$ cat config.mk
export PLATFORM = sky130hd
export DESIGN_NAME = risc_trace_tx
export DESIGN_NICKNAME = d
export VERILOG_FILES = /design/src/rtl/risc_trace_tx.sv
export SDC_FILE = /design/constraint.sdc
export NUM_CORES = 1
export LEC_CHECK = 0
export ABC_AREA = 1
export CORE_ASPECT_RATIO = 1.2
export CORE_MARGIN = 10
export CORE_UTILIZATION = 64
export CTS_CLUSTER_SIZE = 16
export DETAILED_ROUTE_END_ITERATION = 7
export PLACE_DENSITY = 0.94
export SETUP_SLACK_MARGIN = 0.2
export SYNTH_ARGS = -nofsm -noshare
export SYNTH_HDL_FRONTEND = slang
export SYNTH_SLANG_ARGS = --single-unit
$ cat constraint.sdc
create_clock -name clk -period 11.3 [get_ports clk]
set_input_delay 1.13 -clock clk [delete_from_list [all_inputs] [get_ports clk]]
set_output_delay 1.13 -clock clk [all_outputs]
set_load 0.02 [all_outputs]
$ cat src/rtl/risc_trace_tx.sv
// risc_trace_tx: commit-trace transmitter for the KGP-RISC core.
// Every cycle trace_valid is high, one retired-instruction record
// {instr_addr, instr, write_data} is pushed into a small FIFO. Records are
// sent on tx as 13 UART frames: a SYNC header byte, then the three words,
// each most-significant byte first. A frame is 1 start bit, 8 data bits
// (LSB first) and 1 stop bit, each bit lasting CLKS_PER_BIT cycles.
//
// Ports:
//   clk           system clock, rising edge
//   rst           asynchronous reset, active low
//   trace_valid   record present this cycle
//   instr_addr    retired instruction address
//   instr         retired instruction word
//   write_data    write-back data
//   clr_overflow  clears the sticky overflow flag
//   tx            serial line, idle high (registered)
//   busy          transmitter not idle (registered)
//   fifo_count    records buffered
//   overflow      sticky: a record was dropped
//   drop_count    dropped records, saturating at 255; cleared only by reset
module risc_trace_tx #(
    parameter int         CLKS_PER_BIT = 4,
    parameter int         DEPTH        = 4,
    parameter logic [7:0] SYNC         = 8'hA5
) (
    input  logic                       clk,
    input  logic                       rst,
    input  logic                       trace_valid,
    input  logic [31:0]                instr_addr,
    input  logic [31:0]                instr,
    input  logic [31:0]                write_data,
    input  logic                       clr_overflow,
    output logic                       tx,
    output logic                       busy,
    output logic [$clog2(DEPTH+1)-1:0] fifo_count,
    output logic                       overflow,
    output logic [7:0]                 drop_count
);
    localparam int PW = $clog2(DEPTH);
    localparam int CW = $clog2(DEPTH+1);
    localparam int BW = $clog2(CLKS_PER_BIT);

    typedef enum logic [1:0] {S_IDLE, S_START, S_DATA, S_STOP} state_t;

    state_t         state_q, state_d;
    logic [95:0]    mem_q [DEPTH];
    logic [PW-1:0]  wr_ptr_q, rd_ptr_q;
    logic [CW-1:0]  count_q, count_d;
    logic [BW-1:0]  baud_q, baud_d;
    logic [2:0]     bit_q, bit_d;
    logic [3:0]     idx_q, idx_d;
    logic [7:0]     byte_q, byte_d;
    logic [95:0]    rec_q, rec_d;
    logic           tx_q, tx_d;
    logic           busy_q;
    logic           ovf_q, ovf_d;
    logic [7:0]     drop_q, drop_d;
    logic           pop, push, drop, baud_end;

    assign pop      = (state_q == S_IDLE) && (count_q != '0);
    // A full FIFO still accepts a record when the head leaves the same cycle.
    assign push     = trace_valid && ((count_q != CW'(DEPTH)) || pop);
    assign drop     = trace_valid && !push;
    assign baud_end = (baud_q == BW'(CLKS_PER_BIT-1));

    always_comb begin
        state_d = state_q;
        baud_d  = baud_q + BW'(1);
        bit_d   = bit_q;
        idx_d   = idx_q;
        byte_d  = byte_q;
        rec_d   = rec_q;
        case (state_q)
            S_IDLE: begin
                baud_d = '0;
                if (pop) begin
                    state_d = S_START;
                    rec_d   = mem_q[rd_ptr_q];
                    byte_d  = SYNC;
                    idx_d   = '0;
                end
            end
            S_START: if (baud_end) begin
                state_d = S_DATA;
                baud_d  = '0;
                bit_d   = '0;
            end
            S_DATA: if (baud_end) begin
                baud_d = '0;
                if (bit_q == 3'd7) begin
                    state_d = S_STOP;
                end else begin
                    bit_d  = bit_q + 3'd1;
                    byte_d = {1'b0, byte_q[7:1]};
                end
            end
            S_STOP: if (baud_end) begin
                baud_d = '0;
                if (idx_q != 4'd12) begin
                    // Next record byte comes from the top of the shift register.
                    state_d = S_START;
                    idx_d   = idx_q + 4'd1;
                    byte_d  = rec_q[95:88];
                    rec_d   = {rec_q[87:0], 8'h00};
                end else begin
                    state_d = S_IDLE;
                end
            end
            default: state_d = S_IDLE;
        endcase

        // tx is registered from the next state so it changes with the state.
        tx_d = 1'b1;
        if (state_d == S_START)     tx_d = 1'b0;
        else if (state_d == S_DATA) tx_d = byte_d[0];

        count_d = count_q;
        if (push && !pop)      count_d = count_q + CW'(1);
        else if (pop && !push) count_d = count_q - CW'(1);

        ovf_d = ovf_q;
        if (drop)              ovf_d = 1'b1;
        else if (clr_overflow) ovf_d = 1'b0;

        drop_d = drop_q;
        if (drop && drop_q != 8'hFF) drop_d = drop_q + 8'd1;
    end

    always_ff @(posedge clk or negedge rst) begin
        if (!rst) begin
            state_q  <= S_IDLE;
            wr_ptr_q <= '0;
            rd_ptr_q <= '0;
            count_q  <= '0;
            baud_q   <= '0;
            bit_q    <= '0;
            idx_q    <= '0;
            byte_q   <= '0;
            rec_q    <= '0;
            tx_q     <= 1'b1;
            busy_q   <= 1'b0;
            ovf_q    <= 1'b0;
            drop_q   <= '0;
        end else begin
            state_q  <= state_d;
            if (push) wr_ptr_q <= wr_ptr_q + PW'(1);
            if (pop)  rd_ptr_q <= rd_ptr_q + PW'(1);
            count_q  <= count_d;
            baud_q   <= baud_d;
            bit_q    <= bit_d;
            idx_q    <= idx_d;
            byte_q   <= byte_d;
            rec_q    <= rec_d;
            tx_q     <= tx_d;
            busy_q   <= (state_d != S_IDLE);
            ovf_q    <= ovf_d;
            drop_q   <= drop_d;
        end
    end

    // Storage needs no reset: only entries covered by the pointers are read.
    always_ff @(posedge clk) begin
        if (push) mem_q[wr_ptr_q] <= {instr_addr, instr, write_data};
    end

    assign tx         = tx_q;
    assign busy       = busy_q;
    assign fifo_count = count_q;
    assign overflow   = ovf_q;
    assign drop_count = drop_q;
endmodule

Word level (Yosys, flattened, before mapping)
Memory sizes are Yosys's and may differ from the RTL's.
Index checks and enable logic that the tools add are counted.
Storage, ports and cells
  input bits: 100
  memory bits (writable): 384
  flip-flop bits (word level): 133
  output and inout bits: 14
  memories: 1
Memories
  mem_q: depth 4, width 96, rd ports 1, clocked after Yosys merged registers in 0, wr ports 1, line 46  | logic [95:0] mem_q [DEPTH];
Cells by class
  eq/ne operators: 16
  reductions and logical operators: 21
  mux-type cells: 35
  add/sub/neg operators: 8
Operator list (number)
  two-way mux 96 bit: 3
  one-hot mux 96 bit (2 select lines): 1
  two-way mux 8 bit: 5
  one-hot mux 8 bit (3 select lines): 1
  two-way mux 3 bit: 5
  two-way mux 2 bit: 6
  two-way mux 4 bit: 3
  inequality test 2 bit, second input constant: 6
  nonzero test 2 bit: 5
  adder 8 x 1 -> 8 bit, second input constant: 1
  == test 2 bit, second input constant: 4
  inequality test 8 bit, second input constant: 1
  one-hot mux 2 bit (4 select lines): 1
  one-hot mux 4 bit (2 select lines): 1
  AND reduction 4 bit: 2
  two-way mux 1 bit: 7
  adder 2 x 1 -> 2 bit, second input constant: 3
  adder 3 x 1 -> 3 bit, second input constant: 2
  logical AND 1 bit: 6
  one-hot mux 3 bit (2 select lines): 1
  AND reduction 6 bit: 1
  nonzero test 3 bit: 2
  adder 4 x 1 -> 4 bit, second input constant: 1
  == test 2 x 1 -> 1 bit, second input constant: 2
  9 further kinds: 10

Longest topological paths before layout
  depth after elaboration: 8
  depth in mapped cells: 12
  gate-level depth less buffers: 11

Least setup slack after synthesis
No wires, ideal clock.
  kind: input to register
  from: input trace_valid
  to: memory mem_q[0][0] (enable)
  cell stages on the path: 2
  setup slack: 5.480 ns
  arrival time: 5.268 ns
  required time: 10.748 ns
  path buffers: 0
  cell sequence: nand2_1 nor2_1
On the way
  longest elaborated chain between the ends: 3
Ends and longest elaborated chain
  start, declared: line 28  | input logic trace_valid,
  logical AND 1 bit: line 62  | assign push = trace_valid && ((count_q != CW'(DEPTH)) || pop);
  two-way mux 1 bit: line 163  | if (push) mem_q[wr_ptr_q] <= {instr_addr, instr, write_data};
  two-way mux 1 bit (not written as such): line 163
  end, declared: line 46
No other way between the ends.

Worst setup path in the final report
  from: register state_q[0]
  to: register rec_q[59]
On the way
  longest elaborated chain between the ends: 4
  elaborated cells on any way between the ends: 9
Ends and longest elaborated chain
  start, declared: line 45  | state_t state_q, state_d;
  start signal, assigned: line 145  | state_q <= state_d;
  logical NOT 2 bit: line 60, 73
  logical AND 1 bit: line 60  | assign pop = (state_q == S_IDLE) && (count_q != '0);
  inequality test 2 bit (no line)
  AND reduction 4 bit (no line)
  end signal, assigned: line 153  | rec_q <= rec_d;
  end, declared: line 53  | logic [95:0] rec_q, rec_d;
Several ways; a longest one is shown, not always the timed one.
A chain may end at the register's enable or synchronous reset.

==> flow_metrics.py <==
metrics = {
    "place": {
        "gp_congestion": 0.843,
        "detailed_place.area_um2": 21600,
        "place.port_buffers": 113,
        "place.detailed.instances": 2119,
        "post-dp-hpwl_um": 26400,
    },
    "global_route": {
        "antenna_found_initial": 2,
        "grt_pass1_wl_um": 78400,
        "gr-total-overflow": 0,
        "globalRouteTotalUtil_pct": 24.8,
        "grt_pass1_vias": 14300,
        "grt_start_max_net_pins": 123,
    },
    "synth": {
        "syn-instance-count": 1697,
        "synth.distinct_cells": 32,
        "syn_area_um2": 20400,
        "synth.largest_area_cell": "sky130_fd_sc_hd__edfxtp_1",
        "postSynthAreaPerCell_um2": 12.0,
        "syn-num-nets": 1809,
        "yosysWarnings": 0,
        "synth.top_cells.by_area": "sky130_fd_sc_hd__edfxtp_1 57%, sky130_fd_sc_hd__dfrtp_1 16%, sky130_fd_sc_hd__o21ai_0 5.5%, sky130_fd_sc_hd__nor2_1 5.4%, sky130_fd_sc_hd__nand2_1 4.1%",
        "synth_sequential_area_ratio_pct": 72.9,
        "ys_ff_latch": 517,
        "post-synth-top-area-fraction_pct": 56.6,
    },
    "route": {
        "detailedRoute.firstPassIterationCount": 8,
        "highest-signal-layer": "met5",
        "drt_iter0_markers": 2275,
        "post_drt_wl_per_cell_um": 22.6,
        "detail_route.wirelength_um": 49800,
        "route.layer.met1.wl_um": 17300,
        "vias": 14400,
        "routed_via_density": 6.51,
        "met3RoutedLength_um": 5100,
        "detail-route-antenna-nets": 0,
        "routed-wl-met2_um": 25400,
        "route.detailed.drc": 9,
    },
    "sta": {
        "final.min_clock_period_ps": 3970,
        "fin_worst_hold_slack_ps": 447,
        "final.period_utilization_pct": 35.1,
        "timing.clock.skew_ps": 16.9,
        "timing_hold_violations_final": 0,
        "fin_setup_tns_ps": 0,
        "grt_setup_unrepaired": "false",
        "max_freq_ghz": 0.252,
        "final-max-slew-violation-count": 0,
        "max_slew.worst_pin.slew_ps": 1240,
        "final_setup_viols": 0,
        "timing.max_slew.rel_slack_pct": 17.3,
    },
    "cts": {
        "cts_sinks": 517,
        "clkLatencyLatePin_ps": 570,
        "cts_setup_buffers": 0,
        "clock_path_buffers": 3,
        "cts.htree.levels": 2,
        "cts_resized": 0,
        "cts-buffers-inserted": 46,
        "clkTransAtPathRegs_ps": 60,
        "cts-hold-fix-buffers": 0,
        "tritoncts": "built",
        "cts_root_buffer": "sky130_fd_sc_hd__clkbuf_16",
    },
    "status": {
        "violations": "design-rule violations",
        "status": "finished with violations",
    },
    "cells_and_area": {
        "layout.nets": 1878,
        "layout.cells.most_common": "sky130_fd_sc_hd__edfxtp_1",
        "final-instance-count-excl-fill": 2206,
        "drive_above_1_share_pct": 5.88,
        "post_layout_inst_area_um2": 23200,
        "mostFrequentLayoutCells": "384 x sky130_fd_sc_hd__edfxtp_1, 290 x sky130_fd_sc_hd__nor2_1, 225 x sky130_fd_sc_hd__o21ai_0",
        "area_growth_syn_to_layout_pct": 13.6,
    },
    "power": {
        "pwrdens_nw_per_um2": 196,
        "ir_drop_mv": 0.155,
        "total_leakage_power_uw": 0.00841,
    },
    "die": {
        "core_area_um2": 31400,
        "floorplan.rows": 71,
        "fp.dieW_um": 183,
        "die_area_um2": 39400,
        "die_height_um": 215,
        "io_pins": 114,
        "initial_utilization_pct": 65.0,
    },
    "worst_hold_path": {
        "min_from": "baud_q[0]",
        "worstHoldEndpoint": "baud_q[0]",
        "worstHoldPathCells": 1,
        "min_path_type": "reg -> reg",
    },
    "worst_setup_path": {
        "setup.worst_path.class": "reg -> reg",
        "crit_arrival_ps": 4450,
        "worstReg2RegEnd": "rec_q[59]",
        "crit-reg2reg-launch": "state_q[0]",
        "timing.reg2reg.setup_slack_ps": 7330,
        "timing.critical_path.required_ps": 11780,
        "timing.critical_path.fanout_max": 94,
        "r2r_cells": 12,
        "end_kind": "flop",
        "timing.critical_path.from_type": "flop",
    },
    "job": {
        "drv_cap": 0,
    },
}
==> kinds of logic (layout without fill, tap and decap cells) <==
family | after synthesis | count (layout) | synth area share, %
other | 0 | 2 | 0
AND/OR/NAND/NOR | 548 | 548 | 10.3
flip-flops | 517 | 517 | 72.9
AO/OA/AOI/OAI | 465 | 465 | 12.1
multiplexers | 1 | 1 | 0.0553
adder cells (fa/ha/maj) | 12 | 12 | 0.774
XOR/XNOR | 12 | 12 | 0.516
buffers and inverters | 142 | 248 | 3.24
==> where the power goes <==
group / internal [uW] / switching [uW] / total (uW)
combinational: 143 / 353 / 496
clock: 901 / 689 / 1590
sequential: 2370 / 81.7 / 2460
==> through the flow <==
step	power [uW]	utilization, %	setup slack [ps]
6_report	4540	73.8	7330
5_1_grt	4680	73.8	7150
4_1_cts	4540	73.8	7480
3_5_place_dp	2970	69.0	7150
3_3_place_gp	2930	69.0	7250
2_1_floorplan	2770	-	5480
==> metal layers <==
| metal | vias up | global-route usage [%] |
|---|---|---|
| li1 | 6159 | - |
| met1 | 6936 | 30.2 |
| met2 | 1105 | 42.3 |
| met3 | 170 | 4.57 |
| met4 | 2 | 11.0 |
| met5 | - | 0 |
==> worst max path at each step <==
stage	startpoint	cells past startpoint	endpoint	slack (ps)
after CTS	state_q[0]	12	rec_q[80]	7480
final	state_q[0]	12	rec_q[59]	7330
after floorplan	trace_valid	2	mem_q[0][0]	5480
after global placement	trace_valid	4	mem_q[3][51]	7250
after global routing	state_q[0]	12	rec_q[80]	7150
after detailed placement	trace_valid	4	mem_q[2][73]	7150
==> synth_stat cells (all sizes together) <==
library cell,count
ha,11
inv,37
nand3,22
nor2,295
or2,1
mux2,1
o22ai,97
xor2,7
o21ai,358
nand4,1
buf,53
xnor2,5
a21boi,1
nand2,226
edfxtp,384
dfrtp,132
fa,1
clkbuf,52
a32oi,4
a21oi,5
dfstp,1
nor3,2
nand3b,1
==> sequential cells by signal, indices dropped and copies added, names as in the netlist <==
name / cells
mem_q: 384
rec_q: 96
byte_q: 8
drop_count: 8
idx_q: 4
bit_q: 3
fifo_count: 3
baud_q: 2
rd_ptr_q: 2
state_q: 2
wr_ptr_q: 2
busy: 1
overflow: 1
tx: 1
==> area by class of cell <==
cell class / instances / area, um2
flip-flops and latches: 517 / 14900
clock inverters: 28 / 279
repair buffers: 126 / 1230
inverters: 37 / 143
diodes: 2 / 5.00
multi-input cells: 1038 / 4890
well taps: 401 / 502
fillers: 1679 / 8200
clock buffers: 57 / 1240
==> worst max-delay path, cell delays in order, from the launching register on <==
cell,delay [ps]
sky130_fd_sc_hd__dfrtp_1,470
sky130_fd_sc_hd__nand2_2,100
sky130_fd_sc_hd__buf_4,760
sky130_fd_sc_hd__inv_2,90
sky130_fd_sc_hd__nand2_2,130
sky130_fd_sc_hd__nand2_2,70
sky130_fd_sc_hd__inv_2,70
sky130_fd_sc_hd__nor2_4,30
sky130_fd_sc_hd__buf_4,360
sky130_fd_sc_hd__inv_2,580
sky130_fd_sc_hd__buf_4,720
sky130_fd_sc_hd__nand2_1,210
sky130_fd_sc_hd__o21ai_1,160
Note: power is estimated with default switching activity, not from simulation.
